[src/rtl/hazard_pkg.sv]
`default_nettype none
// ---------------------------------------------------------------------------
// hazard_pkg : shared types for the RV32 hazard controller
// Rev 1.0
// ---------------------------------------------------------------------------
package hazard_pkg;

  typedef enum logic [1:0] {
    FWD_RF = 2'b00,
    FWD_W  = 2'b01,
    FWD_M  = 2'b10
  } fwd_sel_e;

  typedef enum logic {
    MC_IDLE = 1'b0,
    MC_BUSY = 1'b1
  } mc_state_e;

  localparam logic [1:0] RESULT_LOAD = 2'b01;

endpackage
`default_nettype wire

[src/rtl/hazard_fwd_sel.sv]
`default_nettype none
// ---------------------------------------------------------------------------
// hazard_fwd_sel : EX operand bypass select, M stage wins over W stage
// Rev 1.0
// ---------------------------------------------------------------------------
module hazard_fwd_sel
  import hazard_pkg::*;
#(
  parameter int REG_AW = 5
) (
  input  logic [REG_AW-1:0] i_rs_e,
  input  logic [REG_AW-1:0] i_rd_m,
  input  logic              i_reg_write_m,
  input  logic [REG_AW-1:0] i_rd_w,
  input  logic              i_reg_write_w,
  output fwd_sel_e          o_sel
);

  // x0 is hardwired to zero, so it is never a bypass source
  always_comb begin
    o_sel = FWD_RF;
    if (i_reg_write_m && (i_rd_m != '0) && (i_rd_m == i_rs_e)) begin
      o_sel = FWD_M;
    end else if (i_reg_write_w && (i_rd_w != '0) && (i_rd_w == i_rs_e)) begin
      o_sel = FWD_W;
    end
  end

endmodule
`default_nettype wire

[src/rtl/hazard_ctrl_mc.sv]
`default_nettype none
// ---------------------------------------------------------------------------
// hazard_ctrl_mc : forwarding, load-use/RAW stalls, branch flush, mul/div stall
// Rev 1.0
// ---------------------------------------------------------------------------
module hazard_ctrl_mc
  import hazard_pkg::*;
#(
  parameter int REG_AW   = 5,
  parameter int FWD_EN   = 1,
  parameter int LOAD_LAT = 1,
  parameter int MC_MODE  = 0,
  parameter int MC_LAT   = 32
) (
  input  logic              clk,
  input  logic              rst_n,
  input  logic [REG_AW-1:0] Rs1D,
  input  logic [REG_AW-1:0] Rs2D,
  input  logic              UseRs1D,
  input  logic              UseRs2D,
  input  logic [REG_AW-1:0] Rs1E,
  input  logic [REG_AW-1:0] Rs2E,
  input  logic [REG_AW-1:0] RdE,
  input  logic              RegWriteE,
  input  logic [1:0]        ResultSrcE,
  input  logic              PCSrcE,
  input  logic              McStartE,
  input  logic              McDoneE,
  input  logic [REG_AW-1:0] RdM,
  input  logic              RegWriteM,
  input  logic [REG_AW-1:0] RdW,
  input  logic              RegWriteW,
  output logic              StallF,
  output logic              StallD,
  output logic              StallE,
  output logic              FlushD,
  output logic              FlushE,
  output logic              FlushM,
  output logic [1:0]        ForwardAE,
  output logic [1:0]        ForwardBE,
  output logic              McBusy
);

  localparam int CNT_MAX = (LOAD_LAT > MC_LAT) ? LOAD_LAT : MC_LAT;
  localparam int CNT_W   = $clog2(CNT_MAX + 1);
  localparam logic [CNT_W-1:0] LD_INIT = CNT_W'(LOAD_LAT - 1);
  localparam logic [CNT_W-1:0] MC_INIT = CNT_W'(MC_LAT - 1);

  mc_state_e        r_state, w_state_nxt;
  logic [CNT_W-1:0] r_ld_cnt, w_ld_cnt_nxt;
  logic [CNT_W-1:0] r_mc_cnt, w_mc_cnt_nxt;
  fwd_sel_e         w_fwd_a, w_fwd_b;

  logic w_hit_e, w_hit_m, w_hit_w;
  logic w_lu_hazard, w_raw, w_mc_exit, w_mc_stall;
  logic w_stall_f, w_stall_d, w_stall_e, w_flush_d, w_flush_e, w_flush_m;

  // A used D source that matches a writing, non-x0 destination further down
  assign w_hit_e = RegWriteE && (RdE != '0) &&
                   ((UseRs1D && (Rs1D == RdE)) || (UseRs2D && (Rs2D == RdE)));
  assign w_hit_m = RegWriteM && (RdM != '0) &&
                   ((UseRs1D && (Rs1D == RdM)) || (UseRs2D && (Rs2D == RdM)));
  assign w_hit_w = RegWriteW && (RdW != '0) &&
                   ((UseRs1D && (Rs1D == RdW)) || (UseRs2D && (Rs2D == RdW)));

  assign w_lu_hazard = (ResultSrcE == RESULT_LOAD) && w_hit_e;
  assign w_raw       = (FWD_EN == 0) && (w_hit_e || w_hit_m || w_hit_w);

  generate
    if (FWD_EN != 0) begin : g_fwd
      hazard_fwd_sel #(.REG_AW(REG_AW)) u_fwd_a (
        .i_rs_e        (Rs1E),
        .i_rd_m        (RdM),
        .i_reg_write_m (RegWriteM),
        .i_rd_w        (RdW),
        .i_reg_write_w (RegWriteW),
        .o_sel         (w_fwd_a)
      );
      hazard_fwd_sel #(.REG_AW(REG_AW)) u_fwd_b (
        .i_rs_e        (Rs2E),
        .i_rd_m        (RdM),
        .i_reg_write_m (RegWriteM),
        .i_rd_w        (RdW),
        .i_reg_write_w (RegWriteW),
        .o_sel         (w_fwd_b)
      );
    end else begin : g_no_fwd
      assign w_fwd_a = FWD_RF;
      assign w_fwd_b = FWD_RF;
    end
  endgenerate

  assign w_mc_exit  = (MC_MODE != 0) ? McDoneE : (r_mc_cnt == '0);
  // The start cycle already holds E; the exit cycle lets the op advance to M
  assign w_mc_stall = (r_state == MC_IDLE) ? McStartE : !w_mc_exit;

  always_comb begin
    w_state_nxt  = r_state;
    w_mc_cnt_nxt = r_mc_cnt;
    w_ld_cnt_nxt = r_ld_cnt;
    w_stall_f    = 1'b0;
    w_stall_d    = 1'b0;
    w_stall_e    = 1'b0;
    w_flush_d    = 1'b0;
    w_flush_e    = 1'b0;
    w_flush_m    = 1'b0;

    case (r_state)
      MC_IDLE: begin
        if (McStartE) begin
          w_state_nxt  = MC_BUSY;
          w_mc_cnt_nxt = MC_INIT;
        end
      end
      MC_BUSY: begin
        if (w_mc_exit) begin
          w_state_nxt  = MC_IDLE;
          w_mc_cnt_nxt = '0;
        end else if (r_mc_cnt != '0) begin
          w_mc_cnt_nxt = r_mc_cnt - 1'b1;
        end
      end
      default: w_state_nxt = MC_IDLE;
    endcase

    if (w_mc_stall) begin
      w_stall_f = 1'b1;
      w_stall_d = 1'b1;
      w_stall_e = 1'b1;
      w_flush_m = 1'b1;
    end else if ((r_state == MC_IDLE) && PCSrcE) begin
      // Redirect discards the stalled instruction, so pending load stall goes too
      w_flush_d    = 1'b1;
      w_flush_e    = 1'b1;
      w_ld_cnt_nxt = '0;
    end else begin
      if (r_ld_cnt != '0) begin
        w_ld_cnt_nxt = r_ld_cnt - 1'b1;
      end else if (w_lu_hazard) begin
        w_ld_cnt_nxt = LD_INIT;
      end
      if (w_lu_hazard || (r_ld_cnt != '0) || w_raw) begin
        w_stall_f = 1'b1;
        w_stall_d = 1'b1;
        w_flush_e = 1'b1;
      end
    end
  end

  always_ff @(posedge clk or negedge rst_n) begin
    if (!rst_n) begin
      r_state  <= MC_IDLE;
      r_ld_cnt <= '0;
      r_mc_cnt <= '0;
    end else begin
      r_state  <= w_state_nxt;
      r_ld_cnt <= w_ld_cnt_nxt;
      r_mc_cnt <= w_mc_cnt_nxt;
    end
  end

  // Every output is forced low for as long as reset is held
  assign StallF    = rst_n & w_stall_f;
  assign StallD    = rst_n & w_stall_d;
  assign StallE    = rst_n & w_stall_e;
  assign FlushD    = rst_n & w_flush_d;
  assign FlushE    = rst_n & w_flush_e;
  assign FlushM    = rst_n & w_flush_m;
  assign McBusy    = rst_n & w_mc_stall;
  assign ForwardAE = rst_n ? w_fwd_a : FWD_RF;
  assign ForwardBE = rst_n ? w_fwd_b : FWD_RF;

endmodule
`default_nettype wire

[config.mk]
export PLATFORM = sky130hd
export DESIGN_NAME = hazard_ctrl_mc
export DESIGN_NICKNAME = d
export VERILOG_FILES = /design/src/rtl/hazard_pkg.sv /design/src/rtl/hazard_fwd_sel.sv /design/src/rtl/hazard_ctrl_mc.sv
export SDC_FILE = /design/constraint.sdc
export NUM_CORES = 1
export LEC_CHECK = 0
export ABC_AREA = 0
export CORE_ASPECT_RATIO = 0.7
export CORE_MARGIN = 5
export CORE_UTILIZATION = 45
export DETAILED_ROUTE_END_ITERATION = 12
export GPL_ROUTABILITY_DRIVEN = 0
export PLACE_DENSITY = 0.85
export SYNTH_ARGS = -nofsm -noshare
export SYNTH_HDL_FRONTEND = slang
export SYNTH_HIERARCHICAL = 1
export SYNTH_SLANG_ARGS = --single-unit
[constraint.sdc]
create_clock -name clk -period 4.2 [get_ports clk]
set_input_delay 0.84 -clock clk [delete_from_list [all_inputs] [get_ports clk]]
set_output_delay 0.84 -clock clk [all_outputs]
set_load 0.02 [all_outputs]
==> flow_metrics.env, run 1 <==
export IMPL_seqPwrFrac=0.346
export IMPL_ys_seq_area_frac=0.250
export IMPL_final_setup_skew_ps=1.53
export IMPL_holdWs_ps=483
export IMPL_critPathLaunchType="input port"
export IMPL_grt_pass1_wl_mm=6.35
export IMPL_p_comb_frac=0.502
export IMPL_stdcell_area_sq_um=1940
export IMPL_reg2reg_depth=9
export IMPL_synth_compound_area_share=0.221
export IMPL_crit_arrival_ps=2920
export IMPL_crit_start="RdM[0]"
export IMPL_initial_core_util=0.469
export IMPL_yosys_top_cells_area="dfrtp_1 25%, xnor2_1 14%, nor2_1 4.3%"
export IMPL_die_w_um=74.3
export IMPL_switching_power_mw=0.314
export IMPL_worst_path_max_fanout=4
export IMPL_grt_pass1_vias=1376
export IMPL_mostFrequentLayoutCells="56 x clkdlybuf4s50_1, 21 x xnor2_1, 15 x nor2_1"
export IMPL_hpwl_mm=3.38
export IMPL_clkPwrFrac=0.151
export IMPL_synth_top_area_share=0.250
export IMPL_rrSetupSlack_ps=2140
export IMPL_area_growth_synth_to_final_pct=48.5
export IMPL_antenna_left=0
export IMPL_io_buffers=56
export IMPL_period_needed_ps=3760
export IMPL_report_power_total_mw=0.755
export IMPL_synth_edff_count=0
export IMPL_p_leak_nw=0.718
export IMPL_cts_htree_levels=1
export IMPL_muxShareOfSynthArea=0
export IMPL_grt_ovfl_total=0
export IMPL_postCtsSetupBuffers=0
export IMPL_instances_no_fill=248
export IMPL_grt_use_total=0.206
export IMPL_clock_sinks=13
export IMPL_wl_per_cell_um=16.0
export IMPL_ys_flop_type="dfrtp_1"
export IMPL_vias_per_cell=5.48
export IMPL_cts_root_buf="clkbuf_8"
export IMPL_fp_dieH_um=55.0
export IMPL_r2r_end="r_ld_cnt[0]$_DFFE_PN0P_"
export IMPL_drt_total_wl_mm=3.97
export IMPL_final_net_count=264
export IMPL_worstPathRequired_ps=3360
export IMPL_power_density_nw_per_um2=390
export IMPL_swShare=0.416
export IMPL_yosys_area_share_simple=0.265
export IMPL_setup_tns_final_ps=0
export IMPL_min_period_over_period=0.894
export IMPL_hold_viol=0
export IMPL_synth_distinct_cells=40
export IMPL_power_internal_mw=0.441
export IMPL_hp_class="flop to flop"
export IMPL_clk_path_buf_depth=2
export IMPL_fmax_ghz=0.266
export IMPL_cts_resized=0
export IMPL_synth_top_family_by_area="simple AND/OR/NAND/NOR gates"
export IMPL_async_flop_share=1.00
export IMPL_syn_instance_count=155
export IMPL_grt_max_degree=15
export IMPL_place_inst=244
export IMPL_syn_area_sq_um=1300
export IMPL_setup_viol=0
export IMPL_drc=0
export IMPL_clk_latency_ps=240
export IMPL_drt_iter0_drc=65
export IMPL_rsz0062_at_grt="no"
export IMPL_worstSetupEndpointType="output port"
export IMPL_critPathKind="input port to output port"
export IMPL_synthesis_nets=206
export IMPL_synth_adder_area_share=0.0384
export IMPL_cts_hold_buf=0
export IMPL_post_synth_xor_area_fraction=0.181
export IMPL_ys_seq_elements=13
export IMPL_num_antenna_cells=0
export IMPL_cts_tree="built"
export IMPL_endpoint="ForwardBE[0]"
export IMPL_io_pins=58
export IMPL_drt_pass1_iter_count=6
export IMPL_placementRows=16
export IMPL_drive_above_1_share=0.0991
export IMPL_yosys_warnings=6
export IMPL_timing_rr_start="r_mc_cnt[0]$_DFFE_PN0P_"
export IMPL_syn_avg_cell_area_sq_um=8.41
export IMPL_vdd_drop_max_mv=0.318
export IMPL_coreArea_sq_um=2780
export IMPL_cts_buffers=3
export IMPL_via_count=1358
export IMPL_final_common_cell="clkdlybuf4s50_1"
export IMPL_grt_antenna_before_repair=0
export IMPL_die_area_sq_um=4090
export IMPL_status="complete, no violations"
export IMPL_relSlewSlack=0.720
export IMPL_finalMaxSlewViolations=0
export IMPL_cap_violations=0
export IMPL_tightest_slew_ps=418
export IMPL_yosysTopAreaCell="dfrtp_1"
export IMPL_clk_pin_slew_ps=60
export IMPL_postPlaceCellArea_sq_um=1890
-- synth_stat cells, types with 2 or more instances --
cell type and instances:
xnor2_1 21, nand4_1 2, nand2b_1 3, ha_1 4, nand3_1 5, a31o_2 2, a211oi_2 2, nor3_2 2
xor2_1 6, a21oi_1 8, o31ai_1 2, o22ai_1 2, nor2_1 15, inv_1 7, buf_4 3, nor3_1 7
and2_1 4, or3_1 2, nor4_1 2, o41ai_2 3, nor3b_1 2, o21ai_0 10, dfrtp_1 13, nand2_1 12
-- power by group through the flow --
| stage | combinational [mW] | clock [mW] | sequential (mW) |
|---|---|---|---|
| after global routing | 0.417 | 0.124 | 0.270 |
| final | 0.380 | 0.114 | 0.262 |
| after detailed placement | 0.378 | 0 | 0.260 |
| after CTS | 0.379 | 0.117 | 0.258 |
| after floorplan | 0.260 | 0 | 0.240 |
| after global placement | 0.347 | 0 | 0.254 |
-- cell families (layout without fill, tap and decap cells) --
group | count (synthesis) | in the layout
flip-flops | 13 | 13
XOR/XNOR | 27 | 27
buffers and inverters | 12 | 69
AND/OR/NAND/NOR | 62 | 62
AO/OA/AOI/OAI | 37 | 37
adder cells (fa/ha/maj) | 4 | 4
-- registers in the layout (all words and copies together), names as in the netlist --
signal	flops
r_mc_cnt	6
r_state	1
r_ld_cnt	6
-- how the worst min path moves through the flow --
stage	start	endpoint	slack [ps]	cells after the start
final	r_ld_cnt[5]$_DFFE_PN0P_	r_ld_cnt[5]$_DFFE_PN0P_	480	1
after global routing	r_ld_cnt[5]$_DFFE_PN0P_	r_ld_cnt[5]$_DFFE_PN0P_	500	1
after CTS	r_ld_cnt[5]$_DFFE_PN0P_	r_ld_cnt[5]$_DFFE_PN0P_	480	1
after detailed placement	r_ld_cnt[5]$_DFFE_PN0P_	r_ld_cnt[5]$_DFFE_PN0P_	470	1
after global placement	r_ld_cnt[5]$_DFFE_PN0P_	r_ld_cnt[5]$_DFFE_PN0P_	470	1
after floorplan	r_ld_cnt[5]$_DFFE_PN0P_	r_ld_cnt[5]$_DFFE_PN0P_	450	1
-- area by class of cell --
class,count,area (sq um)
fillers,223,847
flip-flops and latches,13,325
clock buffers,4,45.0
inverters,8,32.5
multi-input cells,130,920
well taps,36,45.0
repair buffers,57,568
-- metrics by stage --
| stage | util | setup slack, ps |
|---|---|---|
| global route | 0.696 | 389 |
| global placement | 0.679 | 547 |
| CTS | 0.696 | 480 |
| detailed placement | 0.679 | 483 |
| finish | 0.696 | 443 |
| floorplan | - | 1330 |
-- critical path, cell delays in order --
cell	delay, ps
clkdlybuf4s50_1	520
o41ai_2	410
a211oi_2	150
nor3_2	230
and2_1	150
clkdlybuf4s50_1	610
-- routing by layer --
metal  share of wire  GRT usage  routed length [um]  up-vias
li1                -          -                   -      664
met1            0.41      0.224                1630      655
met2            0.53      0.418                2090       35
met3           0.056     0.0542                 222        4
met4          0.0058     0.0237                  23        0
met5               0          0                   0        -
(Power assumes the default switching activity.)
==> inputs of run 2 (changes only) <==
--- a/config.mk
+++ b/config.mk
@@ -12,6 +12,7 @@
 export DETAILED_ROUTE_END_ITERATION = 12
 export GPL_ROUTABILITY_DRIVEN = 0
 export PLACE_DENSITY = 0.85
+export SLEW_MARGIN = 15
 export SYNTH_ARGS = -nofsm -noshare
 export SYNTH_HDL_FRONTEND = slang
 export SYNTH_HIERARCHICAL = 1
==> results of run 2 <==
No change in the layout: final DEF, timing and power equal those of run 1.
